`src/rtl/sha256_block_loader_if.sv`:
```
// Handshake and memory-bus bundle between the SHA-256 block loader and its
// environment (word memory on one side, hash core on the other).
interface sha256_block_loader_if;
  logic               start;
  logic [15:0]        message_addr;
  logic               mem_clk;
  logic               mem_we;
  logic [15:0]        mem_addr;
  logic [31:0]        mem_read_data;
  logic [15:0][31:0]  block_data;
  logic               block_valid;
  logic               block_ready;
  logic               busy;
  logic               done;

  // Loader side
  modport master (
    input  start, message_addr, mem_read_data, block_ready,
    output mem_clk, mem_we, mem_addr, block_data, block_valid, busy, done
  );

  // Environment side (memory, core, controller)
  modport slave (
    output start, message_addr, mem_read_data, block_ready,
    input  mem_clk, mem_we, mem_addr, block_data, block_valid, busy, done
  );
endinterface

```
`src/rtl/sha256_block_loader.sv`:
```
// SHA-256 block loader: fetches NUM_OF_WORDS consecutive words from a
// word-addressed memory with one-cycle read latency, assembles a zero-filled
// 16-word block and offers it on a valid/ready handshake.
module sha256_block_loader #(
  parameter int NUM_OF_WORDS = 16
) (
  input  logic                   clk,
  input  logic                   reset,
  sha256_block_loader_if.master  bus
);

  typedef enum logic [1:0] {IDLE, FETCH, DRAIN, HOLD} state_t;

  localparam logic [3:0] LAST = 4'(NUM_OF_WORDS - 1);

  state_t             state_q, state_d;
  logic [15:0]        addr_q, addr_d;
  logic [3:0]         cnt_q, cnt_d;
  logic [15:0][31:0]  block_q, block_d;
  logic               done_q, done_d;

  // Next-state and datapath update. cnt_q is the index of the address on
  // mem_addr; read data for that index arrives one cycle later, so FETCH
  // stores word cnt_q-1 and DRAIN stores the last word.
  always_comb begin
    state_d = state_q;
    addr_d  = addr_q;
    cnt_d   = cnt_q;
    block_d = block_q;
    done_d  = 1'b0;
    case (state_q)
      IDLE: begin
        if (bus.start) begin
          state_d = FETCH;
          addr_d  = bus.message_addr;
          cnt_d   = '0;
          block_d = '0;
        end
      end
      FETCH: begin
        if (cnt_q != 4'd0) begin
          block_d[cnt_q - 4'd1] = bus.mem_read_data;
        end
        if (cnt_q == LAST) begin
          state_d = DRAIN;
        end else begin
          addr_d = addr_q + 16'd1;
          cnt_d  = cnt_q + 4'd1;
        end
      end
      DRAIN: begin
        block_d[LAST] = bus.mem_read_data;
        state_d       = HOLD;
      end
      HOLD: begin
        if (bus.block_ready) begin
          state_d = IDLE;
          done_d  = 1'b1;
        end
      end
      default: state_d = IDLE;
    endcase
  end

  // State register with asynchronous clear of every output-visible register.
  always_ff @(posedge clk or posedge reset) begin
    if (reset) begin
      state_q <= IDLE;
      addr_q  <= '0;
      cnt_q   <= '0;
      block_q <= '0;
      done_q  <= 1'b0;
    end else begin
      state_q <= state_d;
      addr_q  <= addr_d;
      cnt_q   <= cnt_d;
      block_q <= block_d;
      done_q  <= done_d;
    end
  end

  assign bus.mem_clk     = clk;
  assign bus.mem_we      = 1'b0;
  assign bus.mem_addr    = addr_q;
  assign bus.block_data  = block_q;
  assign bus.block_valid = (state_q == HOLD);
  assign bus.busy        = (state_q != IDLE);
  assign bus.done        = done_q;

endmodule

```
`src/flat_wrapper.sv`:
```
// flat-port wrapper written by rule: the top's interface ports become plain ports
module sha256_block_loader_flat 
#(
  parameter int NUM_OF_WORDS = 16
)
  (clk, reset, bus_start, bus_message_addr, bus_mem_read_data, bus_block_ready, bus_mem_clk, bus_mem_we, bus_mem_addr, bus_block_data, bus_block_valid, bus_busy, bus_done);
  sha256_block_loader_if bus_i ();
  input  logic clk;
  input  logic reset;
  input wire logic [$bits(bus_i.start)-1:0] bus_start;
  input wire logic [$bits(bus_i.message_addr)-1:0] bus_message_addr;
  input wire logic [$bits(bus_i.mem_read_data)-1:0] bus_mem_read_data;
  input wire logic [$bits(bus_i.block_ready)-1:0] bus_block_ready;
  output wire logic [$bits(bus_i.mem_clk)-1:0] bus_mem_clk;
  output wire logic [$bits(bus_i.mem_we)-1:0] bus_mem_we;
  output wire logic [$bits(bus_i.mem_addr)-1:0] bus_mem_addr;
  output wire logic [$bits(bus_i.block_data)-1:0] bus_block_data;
  output wire logic [$bits(bus_i.block_valid)-1:0] bus_block_valid;
  output wire logic [$bits(bus_i.busy)-1:0] bus_busy;
  output wire logic [$bits(bus_i.done)-1:0] bus_done;
  assign bus_i.start = bus_start;
  assign bus_i.message_addr = bus_message_addr;
  assign bus_i.mem_read_data = bus_mem_read_data;
  assign bus_i.block_ready = bus_block_ready;
  assign bus_mem_clk = bus_i.mem_clk;
  assign bus_mem_we = bus_i.mem_we;
  assign bus_mem_addr = bus_i.mem_addr;
  assign bus_block_data = bus_i.block_data;
  assign bus_block_valid = bus_i.block_valid;
  assign bus_busy = bus_i.busy;
  assign bus_done = bus_i.done;
  sha256_block_loader #(.NUM_OF_WORDS(NUM_OF_WORDS)) u_core (.clk(clk), .reset(reset), .bus(bus_i));
endmodule
```
`config.mk`:
```
export PLATFORM = sky130hd
export DESIGN_NAME = sha256_block_loader_flat
export DESIGN_NICKNAME = d
export VERILOG_FILES = /design/src/rtl/sha256_block_loader_if.sv /design/src/rtl/sha256_block_loader.sv /design/src/flat_wrapper.sv
export SDC_FILE = /design/constraint.sdc
export NUM_CORES = 1
export LEC_CHECK = 0
export CAP_MARGIN = 40
export CORE_AREA = 5 5 228 230
export DETAILED_ROUTE_END_ITERATION = 16
export DIE_AREA = 0 0 233 235
export GPL_ROUTABILITY_DRIVEN = 0
export GPL_TIMING_DRIVEN = 0
export PLACE_DENSITY = 0.77
export SETUP_SLACK_MARGIN = 0.05
export SYNTH_ARGS = -nofsm -noshare
export SYNTH_HDL_FRONTEND = slang
export SYNTH_SLANG_ARGS = --single-unit
```
`constraint.sdc`:
```
create_clock -name clk -period 46.1 [get_ports clk]
set_input_delay 6.915 -clock clk [delete_from_list [all_inputs] [get_ports clk]]
set_output_delay 6.915 -clock clk [all_outputs]
set_load 0.1 [all_outputs]
```
==> Flow_metrics.wiki, run 1 <==
{| class="wikitable"
! Metric !! Value
|-
| Cell area after synthesis || 0.0253 sq mm
|-
| Syn Nets || 2550
|-
| Area share of the largest cell type after synthesis || 0.528
|-
| Count of cell types in the netlist || 71
|-
| Number of hold buffers added after cts || 0
|-
| Yosys warns || 0
|-
| Die span in x || 233 um
|-
| Mapped Cells || 2487
|-
| Count of standard-cell rows || 82
|-
| Flip-flop and latch count after synthesis || 535
|-
| HPWL after DPL || 115000 um
|-
| Run status || aborted with a tool error
|-
| Gates resized, CTS repair || 0
|-
| Most instantiated flip-flop cell in the synthesis netlist || dfrtp_1
|-
| Port bufs || 583
|-
| Number of antenna violations at the first check in global routing || 23
|-
| Ranking of synthesized cells by instance count || 661 x nand2_1, 535 x dfrtp_1, 384 x o211ai_1
|-
| Synth async-reset ratio || 1.00
|-
| Setup Slack @ Placement || 15.08 ns
|-
| Count of boundary I/O pins || 585
|-
| Die height || 235 um
|-
| Most area-consuming cells after synthesis || dfrtp_1 53%, o211ai_1 11%, nand2_1 9.8%
|-
| Grt ovf || 1
|-
| Post-Synthesis Mean Instance Area || 10.2 sq um
|-
| Sequential area share after synthesis || 0.528
|-
| Cell type contributing the most total cell area after synthesis || dfrtp_1
|-
| Initial Util || 0.510
|-
| Most numerous cell in the Yosys netlist || nand2_1
|-
| Stage where the flow stopped || global routing (5_1_grt)
|-
| Post-CTS Repair Setup Buffers || 0
|-
| Pin count of the biggest net entering global routing || 124
|-
| Total GRT Usage || 0.703
|-
| Error that ended the run || [ERROR GRT-0232] Routing congestion too high. Check the congestion heatmap in the GUI.
|-
| Post-synth EDFFs || 0
|}
kinds of logic after synthesis:
family | synth area share
DFF | 0.528
AOI/OAI and AO/OA | 0.222
buffers and inverters | 0.0502
adders and majority gates | 0.00543
other | 0.000148
xor gates and xnor gates | 0.000346
muxes | 0.00163
and+or+nand+nor | 0.192
routing by layer:
metal / overflow / global-route usage
met1: 0 / 0.650
met2: 0 / 0.878
met3: 0 / 0.580
met4: 1 / 0.738
met5: 0 / 0.256
metrics by stage:
step / area [sq um] / instances / hold WS [ns] / utilization
after detailed placement: 43800 / 4309 / 0.476 / 0.883
after global placement: 32000 / 3742 / 0.469 / 0.645
after floorplan: 25300 / 2487 / 0.595 / -
after CTS: 45800 / 4412 / 0.492 / 0.922
==> run 2: changes to the inputs <==
--- a/config.mk
+++ b/config.mk
@@ -6,13 +6,12 @@
 export NUM_CORES = 1
 export LEC_CHECK = 0
 export CAP_MARGIN = 40
-export CORE_AREA = 5 5 228 230
+export CORE_MARGIN = 5
+export CORE_UTILIZATION = 40
 export DETAILED_ROUTE_END_ITERATION = 16
-export DIE_AREA = 0 0 233 235
 export GPL_ROUTABILITY_DRIVEN = 0
 export GPL_TIMING_DRIVEN = 0
-export PLACE_DENSITY = 0.77
-export SETUP_SLACK_MARGIN = 0.05
+export PLACE_DENSITY_LB_ADDON = 0.15
 export SYNTH_ARGS = -nofsm -noshare
 export SYNTH_HDL_FRONTEND = slang
 export SYNTH_SLANG_ARGS = --single-unit
==> run 2 against run 1 <==
Effect of this change:
- the flow now finishes without violations
- area after synthesis unchanged
- synthesized cell count stayed put
==> Flow_metrics.wiki, run 2 <==
{| class="wikitable"
! Metric !! Value
|-
| Power per cell area || 79.0 mW/mm^2
|-
| Data required, critical path || 39.19 ns
|-
| Clock slew at reported path FFs || 0.06 ns
|-
| Total GRT Usage || 0.381
|-
| Count of cell types in the netlist || 71
|-
| Leakage power || 18.2 nW
|-
| Cell area after synthesis || 0.0253 sq mm
|-
| Final Net Count || 3766
|-
| Startpoint-to-endpoint class of the critical path || clock port to output pin
|-
| Total Die Area || 0.0685 sq mm
|-
| Count of boundary I/O pins || 585
|-
| Post-CTS Repair Setup Buffers || 0
|-
| Crit path DAT || 24.37 ns
|-
| Source-to-sink clock delay at the later pin of the worst-skew pair || 0.74 ns
|-
| Total via count in the routed design || 28100
|-
| Initial Util || 0.402
|-
| Mapped Cells || 2487
|-
| Run status || completed
|-
| Die span in x || 262 um
|-
| Number of antenna violations at the first check in global routing || 3
|-
| Number of hold buffers added after cts || 0
|-
| Syn Nets || 2550
|-
| Ranking of synthesized cells by instance count || 661 x nand2_1, 535 x dfrtp_1, 384 x o211ai_1
|-
| CTS tree || built
|-
| Total setup violations reported at the end of the flow || 0
|-
| Pin count of the biggest net entering global routing || 126
|-
| Port bufs || 583
|-
| HPWL after DPL || 100000 um
|-
| Sequential area share after synthesis || 0.528
|-
| Layer carrying the most global-route usage || met2
|-
| Number of iterations in the first detailed-routing pass || 6
|-
| DRC Markers || 0
|-
| Area grow syn2layout || 80.3%
|-
| Area share of the largest cell type after synthesis || 0.528
|-
| Standard cell core area || 0.0630 sq mm
|-
| Most common cell after layout, fill and taps aside || nand2_1
|-
| Final design area excluding fillers || 0.0457 sq mm
|-
| Count of standard-cell rows || 92
|-
| Gates resized, CTS repair || 0
|-
| Antenna Nets Post-Route || 0
|-
| RSZ-0062 raised after global routing || false
|-
| Global routing met2 resource utilization || 0.621
|-
| Cell type contributing the most total cell area after synthesis || dfrtp_1
|-
| Most area-consuming cells after synthesis || dfrtp_1 53%, o211ai_1 11%, nand2_1 9.8%
|-
| Drt wl/cell || 29.1 um
|-
| Maximum clock skew at final layout || 0.0267 ns
|-
| Final Routed Wirelength || 134000 um
|-
| Cell area reported after detailed placement || 0.0436 sq mm
|-
| Die height || 262 um
|-
| Post-synth EDFFs || 0
|-
| Fraction of met3 tracks used by global routing || 0.102
|-
| Synth async-reset ratio || 1.00
|-
| Relative max-transition margin || 0.357
|-
| Hold Crit Class || flop to flop
|-
| Fraction of layout instances using a drive strength above 1 || 0.223
|-
| Largest register FFs || 512
|-
| Violation count after the first detailed-routing iteration || 2692
|-
| Wire length of the first global-routing pass || 196000 um
|-
| Type of element launching the critical path || clock port
|-
| Most numerous cell in the Yosys netlist || nand2_1
|-
| Max-cap violation count || 0
|-
| Vias in the first global route || 29100
|-
| Worst IR drop on VDD || 0.0894 mV
|-
| Yosys warns || 0
|-
| Global-route track usage on met1 || 0.446
|-
| Biggest fanout along the worst timing path || 2
|-
| Flip-flop and latch count after synthesis || 535
|-
| Final hold violation count || 0
|-
| Leading cell types in the layout, fill and taps excluded || 661 x nand2_1, 583 x clkdlybuf4s50_1, 535 x dfrtp_1, 384 x o211ai_1, 332 x buf_8
|-
| Post-Synthesis Mean Instance Area || 10.2 sq um
|-
| Transition time at the pin with the least slew margin || 0.961 ns
|-
| Final slew viol count || 0
|-
| Average via count per standard cell || 6.10
|-
| Setup tns final || 0 ns
|-
| Most instantiated flip-flop cell in the synthesis netlist || dfrtp_1
|-
| Grt ovf || 0
|-
| Kind of end point of the critical path || output pin
|}
-- run 2: cell counts after synthesis --
No cell type changed its count.
-- run 2: cell families (layout without fill, tap and decap cells) --
kind of cell | after synthesis | after routing | synth area share
AO/OA/AOI/OAI | 690 | 690 | 0.222
XOR/XNOR | 1 | 1 | 0.000346
adder cells (fa/ha/maj) | 11 | 11 | 0.00543
buffers and inverters | 267 | 1529 | 0.0502
flip-flops | 535 | 535 | 0.528
multiplexers | 4 | 4 | 0.00163
other | 1 | 3 | 0.000148
AND/OR/NAND/NOR | 978 | 978 | 0.192
-- run 2: worst paths after layout --
| kind | to | startpoint | slack [ns] | cells past startpoint |
|---|---|---|---|---|
| min | u_core.bus.block_data[318] | u_core.bus.block_data[318] | 0.49 | 1 |
| max in group asynchronous | u_core.bus.block_data[201] | reset | 37.88 | 5 |
| min in group asynchronous | u_core.bus.block_data[35] | reset | 6.56 | 2 |
| max | bus_mem_clk | clk | 14.82 | 4 |
| max reg2reg | u_core.bus.block_data[130] | u_core.cnt_q[0] | 42.53 | 9 |
| min reg2reg | u_core.bus.block_data[318] | u_core.bus.block_data[318] | 0.49 | 1 |
-- run 2: report_power, final --
part           leakage [nW]  switching (W)  total, W  internal (W)
Combinational          9.86        0.00162   0.00240      0.000783
Clock                  1.01       0.000215  0.000511      0.000296
Sequential             7.36       0.000114  0.000692      0.000578
-- run 2: worst max-delay path, stage by stage --
cell and delay [ns]:
clkbuf_16 0.12, clkbuf_16 0.13, buf_4 0.11, clkdlybuf4s50_1 0.95
-- run 2: final cells by class --
cell class	instances	area [sq um]
Clock inverter	29	330
Fill cell	3830	17300
Timing Repair Buffer	1154	17200
Multi-Input combinational cell	1685	10700
Clock buffer	79	1720
Buffer	252	1210
Inverter	15	63.8
Tap cell	846	1060
Sequential cell	535	13400
Antenna cell	2	5.00
-- run 2: per-stage QoR --
step	std cells	total power, W	hold WS, ns	util	setup WS (ns)
detailed placement	4484	0.00307	0.473	0.693	15.08
finish	4597	0.00361	0.490	0.726	14.82
global route	4597	0.00370	0.509	0.726	14.80
CTS	4591	0.00358	0.492	0.725	14.81
floorplan	2487	0.00199	0.595	-	15.92
global placement	3916	0.00252	0.470	0.512	15.08
-- run 2: metal layers --
| metal | share of wire | wire, um |
|---|---|---|
| met5 | 0.00016 | 21 |
| met4 | 0.078 | 10500 |
| met3 | 0.10 | 13500 |
| met2 | 0.47 | 63500 |
| met1 | 0.35 | 46300 |
Power figures use the tool's default switching activity.
==> run 3: changes to the inputs <==
==> constraint.sdc (replaced) <==
create_clock -name clk -period 29 [get_ports clk]
set_input_delay 4.35 -clock clk [delete_from_list [all_inputs] [get_ports clk]]
set_output_delay 4.35 -clock clk [all_outputs]
set_load 0.1 [all_outputs]
==> results of run 3 <==
Same layout as run 2 (identical final DEF). Status: completed.
Main changes from that run: setup slack after placement 15.08 ns -> 9.10 ns; setup slack after layout 14.82 ns -> 8.83 ns; register-to-register setup slack 42.53 ns -> 25.43 ns; total power 0.00361 W -> 0.00573 W; worst IR drop on VDD 0.0894 mV -> 0.142 mV
